File: config.mk
export PLATFORM = sky130hd
export DESIGN_NAME = multiword_serial_adder
export DESIGN_NICKNAME = d
export VERILOG_FILES = /design/src/rtl/multiword_serial_adder.sv
export SDC_FILE = /design/constraint.sdc
export NUM_CORES = 1
export LEC_CHECK = 0
export CAP_MARGIN = 20
export CORE_ASPECT_RATIO = 0.6
export CORE_MARGIN = 5
export CORE_UTILIZATION = 30
export DETAILED_ROUTE_END_ITERATION = 12
export DONT_BUFFER_PORTS = 1
export PLACE_DENSITY = 0.42
export SYNTH_ARGS = -nofsm -noshare
export SYNTH_HDL_FRONTEND = slang
export SYNTH_SLANG_ARGS = --single-unit
File: constraint.sdc
create_clock -name clk -period 6.2 [get_ports clk]
set_input_delay 0.62 -clock clk [delete_from_list [all_inputs] [get_ports clk]]
set_output_delay 0.62 -clock clk [all_outputs]
set_load 0.005 [all_outputs]
File: src/rtl/multiword_serial_adder.sv
// Streaming multi-word adder: one WIDTH-bit word per cycle, LS word first, with the
// carry chained through a register and a single registered valid/ready output stage.

// Parallel-prefix (Kogge-Stone) carry-lookahead slice. The incoming carry is folded
// into bit 0's generate term so every prefix group already accounts for it.
module carry_lookahead_adder #(
  parameter int WIDTH = 8
) (
  input  logic [WIDTH-1:0] a,
  input  logic [WIDTH-1:0] b,
  input  logic             cin,
  output logic [WIDTH-1:0] sum,
  output logic             cout
);

  localparam int LEVELS = $clog2(WIDTH);

  always_comb begin : prefix
    logic [WIDTH-1:0] gen;
    logic [WIDTH-1:0] prop;
    logic [WIDTH-1:0] gen_n;
    logic [WIDTH-1:0] prop_n;
    logic [WIDTH-1:0] carry;

    gen    = a & b;
    prop   = a ^ b;
    gen[0] = gen[0] | (prop[0] & cin);

    for (int l = 0; l < LEVELS; l++) begin
      gen_n  = gen;
      prop_n = prop;
      for (int i = (1 << l); i < WIDTH; i++) begin
        gen_n[i]  = gen[i] | (prop[i] & gen[i - (1 << l)]);
        prop_n[i] = prop[i] & prop[i - (1 << l)];
      end
      gen  = gen_n;
      prop = prop_n;
    end

    // After the prefix tree, gen[i] is the carry out of bit i.
    carry[0] = cin;
    for (int i = 1; i < WIDTH; i++) begin
      carry[i] = gen[i-1];
    end

    sum  = (a ^ b) ^ carry;
    cout = gen[WIDTH-1];
  end

endmodule

module multiword_serial_adder #(
  parameter int WIDTH = 8,
  parameter int WORDS = 4
) (
  input  logic             clk,
  input  logic             rst,
  input  logic             clr,
  input  logic             in_valid,
  output logic             in_ready,
  input  logic [WIDTH-1:0] a_word,
  input  logic [WIDTH-1:0] b_word,
  input  logic             carry_in,
  output logic             out_valid,
  input  logic             out_ready,
  output logic [WIDTH-1:0] sum_word,
  output logic             out_last,
  output logic             carry_out,
  output logic             overflow
);

  localparam int CNT_W = $clog2(WORDS);
  localparam logic [CNT_W-1:0] LAST_CNT = CNT_W'(WORDS - 1);

  if (WORDS < 2) begin : g_bad_words
    $error("multiword_serial_adder: WORDS must be at least 2");
  end

  typedef struct packed {
    logic             valid;
    logic [WIDTH-1:0] sum;
    logic             last;
    logic             cout;
    logic             ovf;
  } out_reg_t;

  logic [CNT_W-1:0] cnt, cnt_nxt;
  logic             carry_q, carry_nxt;
  out_reg_t         out_q, out_nxt;

  logic             accept;
  logic             is_last;
  logic             slice_cin;
  logic [WIDTH-1:0] slice_sum;
  logic             slice_cout;
  logic             word_ovf;

  assign in_ready  = !rst && (!out_q.valid || out_ready);
  assign accept    = in_valid && in_ready && !clr;
  assign is_last   = (cnt == LAST_CNT);
  assign slice_cin = (cnt == '0) ? carry_in : carry_q;

  carry_lookahead_adder #(.WIDTH(WIDTH)) u_cla (
    .a    (a_word),
    .b    (b_word),
    .cin  (slice_cin),
    .sum  (slice_sum),
    .cout (slice_cout)
  );

  // Signed overflow of the full-width sum is decided entirely by the MS word.
  assign word_ovf = (a_word[WIDTH-1] == b_word[WIDTH-1]) &&
                    (slice_sum[WIDTH-1] != a_word[WIDTH-1]);

  always_comb begin
    // NOTE: every next-state variable gets its hold value first, so no path leaves
    // one unassigned and no latch is inferred.
    cnt_nxt   = cnt;
    carry_nxt = carry_q;
    out_nxt   = out_q;

    if (clr) begin
      cnt_nxt      = '0;
      carry_nxt    = 1'b0;
      out_nxt.valid = 1'b0;
      out_nxt.last  = 1'b0;
      out_nxt.cout  = 1'b0;
      out_nxt.ovf   = 1'b0;
    end else if (accept) begin
      cnt_nxt       = is_last ? '0 : cnt + CNT_W'(1);
      carry_nxt     = slice_cout;
      out_nxt.valid = 1'b1;
      out_nxt.sum   = slice_sum;
      out_nxt.last  = is_last;
      out_nxt.cout  = is_last && slice_cout;
      out_nxt.ovf   = is_last && word_ovf;
    end else if (out_q.valid && out_ready) begin
      out_nxt.valid = 1'b0;
    end
  end

  // NOTE: sequential state uses non-blocking assignments so every register samples
  // the pre-edge values regardless of process ordering.
  always_ff @(posedge clk or posedge rst) begin
    if (rst) begin
      cnt     <= '0;
      carry_q <= 1'b0;
      out_q   <= '0;
    end else begin
      cnt     <= cnt_nxt;
      carry_q <= carry_nxt;
      out_q   <= out_nxt;
    end
  end

  assign out_valid = out_q.valid;
  assign sum_word  = out_q.sum;
  assign out_last  = out_q.last;
  assign carry_out = out_q.cout;
  assign overflow  = out_q.ovf;

endmodule

## After elaboration in Yosys (flattened, before gate mapping)

Index checks and enable logic that the tools add are counted.

- Register bits after elaboration: 15
- Output and inout bits: 13
- Word-level logic and storage cells: 87

- Add/subtract/negate cells: 1
- Equal/unequal tests: 3
- Muxes and demuxes: 11
- Bitwise gates (word level): 50
- Reduce and logical (&&, ||, !) cells: 15

Operators with widths:

| cell | count |
|---|---|
| AND 1 bit | 28 |
| bitwise OR 1 bit | 18 |
| bitwise XOR 8 bit | 2 |
| AND 8 bit | 1 |
| logical AND 1 bit | 7 |
| 2-to-1 mux 1 bit | 6 |
| 2-to-1 mux 2 bit | 3 |
| 2-to-1 mux 3 bit | 2 |
| zero test 1 bit | 3 |
| nonzero test 3 bit | 1 |
| adder 2 x 1 -> 2 bit (second input constant) | 1 |
| equality test 2 bit (second input constant) | 1 |
| zero test 2 bit | 1 |
| AND reduction 2 bit | 1 |
| nonzero test 2 bit | 1 |
| equality test 1 bit | 1 |
| logical OR 1 bit | 1 |
| inequality test 1 bit | 1 |
| NOT 1 bit | 1 |

## Depth between registers and ports, before layout

Gate-level depths: netlist of run 1.

- Depth in word-level cells: 14
- Mapped depth: 10
- Mapped depth without buffers: 10

## Cells and area by module

Synthesis of run 1 repeated with hierarchy kept, for this count alone.

- Cells, all modules: 100
- Area total of the unflattened synthesis: 1,024.7 um^2

By module, submodules not included:

| module | instances | cells each | area each (um^2) |
|---|---|---|---|
| multiword_serial_adder | 1 | 59 | 688.2 |
| carry_lookahead_adder | 1 | 41 | 336.6 |

## Worst setup path after synthesis of run 1

No wires, ideal clock.

- Path type: flip-flop to flip-flop
- From: reg cnt[0]
- To: reg out_q, in the netlist sum_word[6]
- Library setup time: 0.092 ns
- Arrival: 2.177 ns
- Slack: 3.931 ns
- Stages on the path, launching flop included: 11
- Path buffers: 0
- Clock period less this slack: 2.269 ns
- Path through: dfrtp_1 > inv_1 > ha_1 > mux2i_1 > fa_1 > fa_1 > nor2b_4 > o31a_1 > o21a_1 > nor3_1 > o31ai_2

- Word-level cells in the longest chain between the ends: 9

Ends and longest elaborated chain:

| element | line | RTL |
|---|---|---|
| start: declaration | 87 | `logic [CNT_W-1:0] cnt, cnt_nxt;` |
| start signal: assignment | 150 | `cnt <= cnt_nxt;` |
| zero test 2 bit | 101 | `assign slice_cin = (cnt == '0) ? carry_in : carry_q;` |
| 2-to-1 mux 1 bit | 101 |  |
| AND 1 bit | 27 | `gen[0] = gen[0] \| (prop[0] & cin);` |
| bitwise OR 1 bit | 27 |  |
| AND 1 bit | 33 | `gen_n[i] = gen[i] \| (prop[i] & gen[i - (1 << l)]);` |
| bitwise OR 1 bit | 33 |  |
| AND 1 bit | 33 |  |
| bitwise OR 1 bit | 33 |  |
| bitwise XOR 8 bit | 46 | `sum = (a ^ b) ^ carry;` |
| end signal: assignment | 152 | `out_q <= out_nxt;` |
| end: declaration | 89 | `out_reg_t out_q, out_nxt;` |

Every way passes these cells.
A chain may end at the register's enable or synchronous reset.

## Worst setup path after layout of run 1

- From: reg cnt[0]
- To: reg carry_q

- Word-level cells in the longest chain between the ends: 12

Ends and longest elaborated chain:

| element | line | RTL |
|---|---|---|
| zero test 2 bit | 101 |  |
| 2-to-1 mux 1 bit | 101 |  |
| AND 1 bit | 27 |  |
| bitwise OR 1 bit | 27 |  |
| AND 1 bit | 33 |  |
| bitwise OR 1 bit | 33 |  |
| AND 1 bit | 33 |  |
| bitwise OR 1 bit | 33 |  |
| AND 1 bit | 33 |  |
| bitwise OR 1 bit | 33 |  |
| 2-to-1 mux 1 bit | 129 | `end else if (accept) begin` |
| 2-to-1 mux 1 bit | 122 | `if (clr) begin` |
| end signal: assignment | 151 | `carry_q <= carry_nxt;` |
| end: declaration | 88 | `logic carry_q, carry_nxt;` |

Every way passes these cells. The select of a mux whose other input is x is not followed.

==> results of run 1 <==
[per-layer routing]
metal | track usage, % | vias up
met2 | 14.42 | 26
met1 | 13.22 | 331
met4 | 3.947 | 0
li1 | - | 374
met5 | 0 | -
met3 | 6.316 | 2
[worst paths after layout]
path | to | cells after the start
setup / recovery | carry_q$_DFFE_PP0P_ | 9
hold / removal | cnt[1]$_DFFE_PP0P_ | 1
setup reg to reg | carry_q$_DFFE_PP0P_ | 9
hold reg to reg | sum_word[4]$_DFFE_PP0P_ | 1
max in group asynchronous | sum_word[4]$_DFFE_PP0P_ | 1
min in group clk | cnt[1]$_DFFE_PP0P_ | 1
[logic make-up (layout without fill, tap and decap cells)]
| logic type | count (synthesis) | in the layout |
|---|---|---|
| and+or+nand+nor | 35 | 35 |
| AOI/OAI and AO/OA | 31 | 31 |
| DFF | 15 | 15 |
| adders and majority gates | 11 | 11 |
| buffers and inverters | 11 | 12 |
| xor gates and xnor gates | 4 | 4 |
| muxes | 1 | 1 |
[flip-flops by register name, summed over array words and instances, names as in the netlist]
name       count
carry_out      1
out_valid      1
overflow       1
out_last       1
sum_word       8
cnt            2
carry_q        1
[stage by stage]
stage          util [%]  instances  instance area, µm²  power, mW
4_1_cts           33.42        154                1077     0.2662
6_report          33.42        154                1077     0.2602
3_5_place_dp      31.99        150                1031     0.1841
3_3_place_gp      31.99        150                1031     0.1837
5_1_grt           33.42        154                1077     0.2805
2_1_floorplan         -        108               998.5     0.1704
[power by group through the flow]
stage	sequential, mW	combinational, mW	clock, mW
detailed placement	0.127	0.0573	0
global route	0.127	0.0663	0.0872
finish	0.124	0.0565	0.0795
CTS	0.125	0.0578	0.0832
floorplan	0.122	0.0484	0
global placement	0.127	0.0571	0
[layout make-up]
cell class,instances,area share [%]
Sequential cell,15,34.84
Clock buffer,3,3.833
Tap cell,45,5.226
Multi-Input combinational cell,82,52.85
Clock inverter,1,0.4646
Inverter,8,2.787
[placed cells by master, fill, tap and decap left out, types with 3 or more instances in the layout]
cell and count:
o21ai_0 9, xor2_1 3, ha_1 9, clkbuf_8 3
a21oi_1 6, nand2b_1 4, nor2_1 9, a211oi_1 3
dfrtp_1 15, o21a_1 5, nand2_1 16, inv_1 8
[critical path, stage by stage (launching register included)]
cell and delay [ns]:
dfrtp_1 0.38, inv_1 0.06, ha_1 0.20, mux2i_1 0.14
fa_1 0.42, fa_1 0.46, nor2b_4 0.14, o31a_1 0.20
o21ai_0 0.19, a211oi_1 0.27
==> results.tsv, run 1 <==
stage	metric	value	unit
synth	synthArstFlopShare	100.0	%
detailed_routing	avgViaCountPerCell	4.760	
synth	ys_seq_elements	15	
synth	avgSynthCellArea	9.245	µm²
cts	cts.path.max_buffers	2	
setup_path	endpoint_kind	register	
die	die-width	84.48	µm
pwr	power_switching	0.07891	mW
setup_path	critPathLaunch	cnt[0]$_DFFE_PP0P_	
detailed_routing	finalWirelength	2187	µm
pwr	ir_worst_vdd	0.1357	mV
synth	synth_xor_xnor_area_share	3.509	%
die	ios	35	
global_route	grt_pass1_vias	732	
setup_path	arrival	2.70	ns
global_route	grt.total_usage	10.45	%
global_route	grt_pass1_wl	3601	µm
synth	syn_inst	108	
layout	drive_above_1_share	6.422	%
detailed_routing	wl_met1	1080	µm
synth	synth_compound_area_share	20.93	%
timing	maxSlewViolCount	0	
synth	synthTopCellsByCount	nand2_1 (16), dfrtp_1 (15), ha_1 (9), nor2_1 (9), o21ai_0 (9)	
place	dpl.hpwl	1790	µm
die	core_area	3223	µm²
cts	post_cts_resized	0	
min_path	hold_class	in2async	
timing	fin_ws	3.655	ns
synth	synthAdderAreaFrac	15.29	%
synth	syn_nets	141	
setup_path	criticalPathCategory	reg2reg	
cts	clock_latency	0.25	ns
cts	cts.clk_slew.worst_paths	0.07	ns
cts	cts_setup_buffers	0	
synth	ys_seq_area_share	37.59	%
synth	yosysMostFrequentCell	nand2_1	
pwr	p_leak	0.4963	nW
timing	finalCriticalPeriod	2.545	ns
setup_path	worstPathRequired	6.36	ns
synth	ys.flop_type	dfrtp_1	
layout	antennaDiodeCount	0	
detailed_routing	drc	0	
layout	register_area	375.4	µm²
timing	whs	0.3311	ns
setup_path	reg2reg_slack	3.66	ns
run_status	status	finished, final reports clean	
pwr	p_sw_share	30.32	%
timing	finalCritPeriodShare	41.05	%
cts	cts_made_buffers	3	
layout	fill_cells	348	
timing	hold_viol_final	0	
cts	cts-root-buf	clkbuf_8	
synth	synth_area_leader_cell	dfrtp_1	
synth	yosysTopAreaCellShare	37.59	%
synth	synth_mux_area_share	1.003	%
synth	yosys_warnings	0	
synth	synth-simple-area-share	16.29	%
synth	synth.top_cells.by_area	dfrtp_1 (38%), ha_1 (11%), nand2_1 (6.0%)	
timing	slew_headroom	58.64	%
job	cap_violations	0	
timing	tns	0	ns
cts	cts_num_sinks	15	
pwr	share_seq_of_total_power	47.8	%
layout	multi_input_area	569.3	µm²
setup_path	crit_path_max_fanout	3	
cts	cts_hold_buf	0	
die	row_count	16	
detailed_routing	wl_per_cell	14.20	µm
place	pre_cts_ws	3.641	ns
detailed_routing	ant_nets	0	
global_route	antenna_found_initial	0	
synth	synth_cell_types	29	
timing	rsz0062_at_grt	false	
detailed_routing	dr.pass1.iters	4	
global_route	grt_overflow	0	
place	gp_congestion	0.6961	
pwr	p_comb_share	21.7	%
layout	fin_nets	143	
synth	synth_edf_count	0	
setup_path	critical_path.startpoint_type	register	
detailed_routing	top_layer	met4	
cts	cts_tree	built	
pwr	power.share.clock	30.5	%
synth	syn_area	998.5	µm²
detailed_routing	wl_met3	236	µm
setup_path	timing.rr.start	cnt[0]$_DFFE_PP0P_	
pwr	internal_power	0.1813	mW
die	die_y	54.69	µm
place	io_buffers	0	
cts	htreeDepth	1	
timing	fmaxAchievable	0.3930	GHz
synth	synth_top_family_by_area	compound AO/OA/AOI/OAI gates	
detailed_routing	vias	733	
timing	setup_viol	0	
die	fp.dieArea	4620	µm²
layout	area_growth	7.894	%
timing	finClkSkew	0.007598	ns
detailed_routing	met2_wirelength	857	µm
pwr	p_per_area	241.6	nW/µm²
timing	tightest_slew	0.6198	ns
die	initial_core_util	30.98	%
detailed_routing	drt-initial-drc-count	29	
global_route	grt_max_degree	18	
No activity file was read; power rests on OpenSTA's default activity.
==> inputs of run 2 (changes only) <==
==> constraint.sdc (replaced) <==
create_clock -name clk -period 2.4 [get_ports clk]
set_input_delay 0.24 -clock clk [delete_from_list [all_inputs] [get_ports clk]]
set_output_delay 0.24 -clock clk [all_outputs]
set_load 0.005 [all_outputs]
==> results.tsv, run 2 (synthesis gave the netlist of run 1 again) <==
stage	metric	value	unit	change
run_status	status	finished, final reports clean		unchanged
place	io_buffers	0		unchanged
timing	finalCritPeriodShare	96.02	%	was 41.05%
timing	hold_viol_final	0		unchanged
global_route	antenna_found_initial	0		unchanged
pwr	ir_worst_vdd	0.2557	mV	was 0.1357 mV
detailed_routing	finalWirelength	2418	µm	was 2187 µm
layout	fin_area	1131	µm²	was 1077 µm²
layout	layout_commonest_cell	nand2_1		unchanged
setup_path	critical_path.startpoint_type	register		unchanged
global_route	grt_pass1_wl	3829	µm	was 3601 µm
min_path	hold_class	in2reg		was in2async
setup_path	slowest_delay	0.39	ns	was 0.46 ns
detailed_routing	top_layer	met3		was met4
global_route	grt_max_degree	18		unchanged
cts	cts.clk_slew.worst_paths	0.06	ns	was 0.07 ns
global_route	grt_pass1_vias	725		was 732
cts	htreeDepth	1		unchanged
layout	largest_reg_flops	8		unchanged
detailed_routing	dr.pass1.iters	4		unchanged
pwr	p_per_area	612.7	nW/µm²	was 241.6 nW/µm²
cts	cts_tree	built		unchanged
setup_path	path_cells	inv_1 -> ha_2 -> mux2i_1 -> fa_2 -> fa_2 -> nor2b_4 -> o31a_1 -> o21a_1 -> o21a_1 -> o31ai_2		was inv_1 -> ha_1 -> mux2i_1 -> fa_1 -> fa_1 -> nor2b_4 -> o31a_1 -> o21ai_0 -> a211oi_1
layout	most-common-layout-cells	nand2_1 (16), dfrtp_1 (15), nor2_1 (9)		was nand2_1 (16), dfrtp_1 (15), nor2_1 (9), o21ai_0 (9), ha_1 (9)
die	fp.dieArea	4620	µm²	unchanged
detailed_routing	avgViaCountPerCell	4.800		was 4.760
cts	cts.path.max_buffers	2		unchanged
detailed_routing	wl_met1	1284	µm	was 1080 µm
setup_path	arrival	2.46	ns	was 2.70 ns
global_route	grt.total_usage	11.44	%	was 10.45%
setup_path	worstPathRequired	2.55	ns	was 6.36 ns
die	initial_core_util	30.98	%	unchanged
job	cap_violations	0		unchanged
detailed_routing	drt-initial-drc-count	27		was 29
die	row_count	16		unchanged
timing	setup_viol	0		unchanged
detailed_routing	wl_per_cell	15.11	µm	was 14.20 µm
cts	clock_latency	0.25	ns	about the same
place	dpl.hpwl	1932	µm	was 1790 µm
setup_path	criticalPathCategory	reg2reg		unchanged
setup_path	crit_path_max_fanout	3		unchanged
layout	fin_nets	149		was 143
layout	area_growth	13.28	%	was 7.894%
place	placed_cell_area	1054	µm²	was 1031 µm²
die	die_y	54.69	µm	unchanged
cts	cts-root-buf	clkbuf_8		unchanged
detailed_routing	met2_wirelength	900	µm	was 857 µm
die	ios	35		unchanged
detailed_routing	vias	768		was 733
die	die-width	84.48	µm	unchanged
timing	slew_headroom	57.90	%	was 58.64%
detailed_routing	drc	0		unchanged
layout	fin_cells	160		was 154
timing	maxSlewViolCount	0		unchanged
timing	tns	0	ns	unchanged
timing	finalCriticalPeriod	2.305	ns	was 2.545 ns
detailed_routing	wl_met3	234	µm	was 236 µm
pwr	p_leak	0.5205	nW	was 0.4963 nW
global_route	grt_overflow	0		unchanged
layout	drive_above_1_share	12.17	%	was 6.422%
timing	rsz0062_at_grt	true		was false
timing	fmaxAchievable	0.4339	GHz	was 0.3930 GHz
detailed_routing	ant_nets	0		unchanged
timing	finClkSkew	0.002728	ns	was 0.007598 ns
place	gp_congestion	0.6989		was 0.6961
die	core_area	3223	µm²	unchanged
layout	antennaDiodeCount	0		unchanged
cts	cts_num_sinks	15		unchanged
setup_path	endpoint_kind	register		unchanged
setup_path	cpMaxStageDelayCell	dfrtp_1		was fa_1
layout	fill_cells	337		was 348
timing	tightest_slew	0.6316	ns	was 0.6198 ns
place	placed_cells	153		was 150
cts	cts_made_buffers	3		unchanged
## run 2: repair_timing
item / in CTS / in global routing
hold endpoints to repair: 15 / 0
resized for setup: 1 / 3
endpoints found under the setup margin: 3 / 4
hold buffers: 1 / 0
pin swaps: 1 / 3
buffers inserted: 0 / 2
## run 2: final cells by class
cell class | instances | area [µm²] | area share [%]
clock buffers | 4 | 45.04 | 3.982
inverters | 8 | 30.03 | 2.655
multi-input cells | 82 | 576.8 | 51.00
flip-flops and latches | 15 | 375.4 | 33.19
well taps | 45 | 56.30 | 4.978
repair buffers | 6 | 47.55 | 4.204
## run 2: metal layers
metal  track usage, %  vias up
met5                0        -
met4            3.947        0
met3            6.767        0
met2            15.19       25
met1            15.13      359
li1                 -      384
## run 2: worst max-delay path: cells and delay by family, from the launching register on
family          cells  cell delay [ns]
simple gates        1             0.05
compound gates      4             0.86
mux                 1             0.21
flops               1             0.39
fa+ha+maj           3             0.65
buf+inv             1             0.06
## run 2: final timing paths
kind                                              start                 endpoint  slack, ns  cells after the start
worst min-delay path                                clr       cnt[1]$_DFFE_PP0P_       0.05                      1
worst max-delay path                 cnt[1]$_DFFE_PP0P_  sum_word[6]$_DFFE_PP0P_        0.1                     10
max in group asynchronous                           rst     overflow$_DFFE_PP0P_       1.70                      3
worst max register to register       cnt[1]$_DFFE_PP0P_  sum_word[6]$_DFFE_PP0P_        0.1                     10
worst min register to register  sum_word[4]$_DFFE_PP0P_  sum_word[4]$_DFFE_PP0P_       0.52                      1
min in group asynchronous                           rst       cnt[0]$_DFFE_PP0P_       0.51                      3
## run 2: report_power, final
part | switching (mW) | internal, mW | total, mW | leakage [nW]
sequential | 0.0281 | 0.290 | 0.318 | 0.195
combinational | 0.0897 | 0.0770 | 0.167 | 0.302
clock | 0.0911 | 0.117 | 0.209 | 0.0228
## run 2: per-stage QoR
step,hold slack (ns),power (mW),setup WS (ns),utilization (%)
floorplan,0.1516,0.4403,0.1313,-
global placement,0.2256,0.4806,0.07080,32.69
detailed placement,0.2334,0.4824,-0.02772,32.69
CTS,0.03988,0.7018,0.01539,34.47
global route,0.03178,0.7448,-0.05245,35.09
finish,0.04862,0.6930,0.09546,35.09
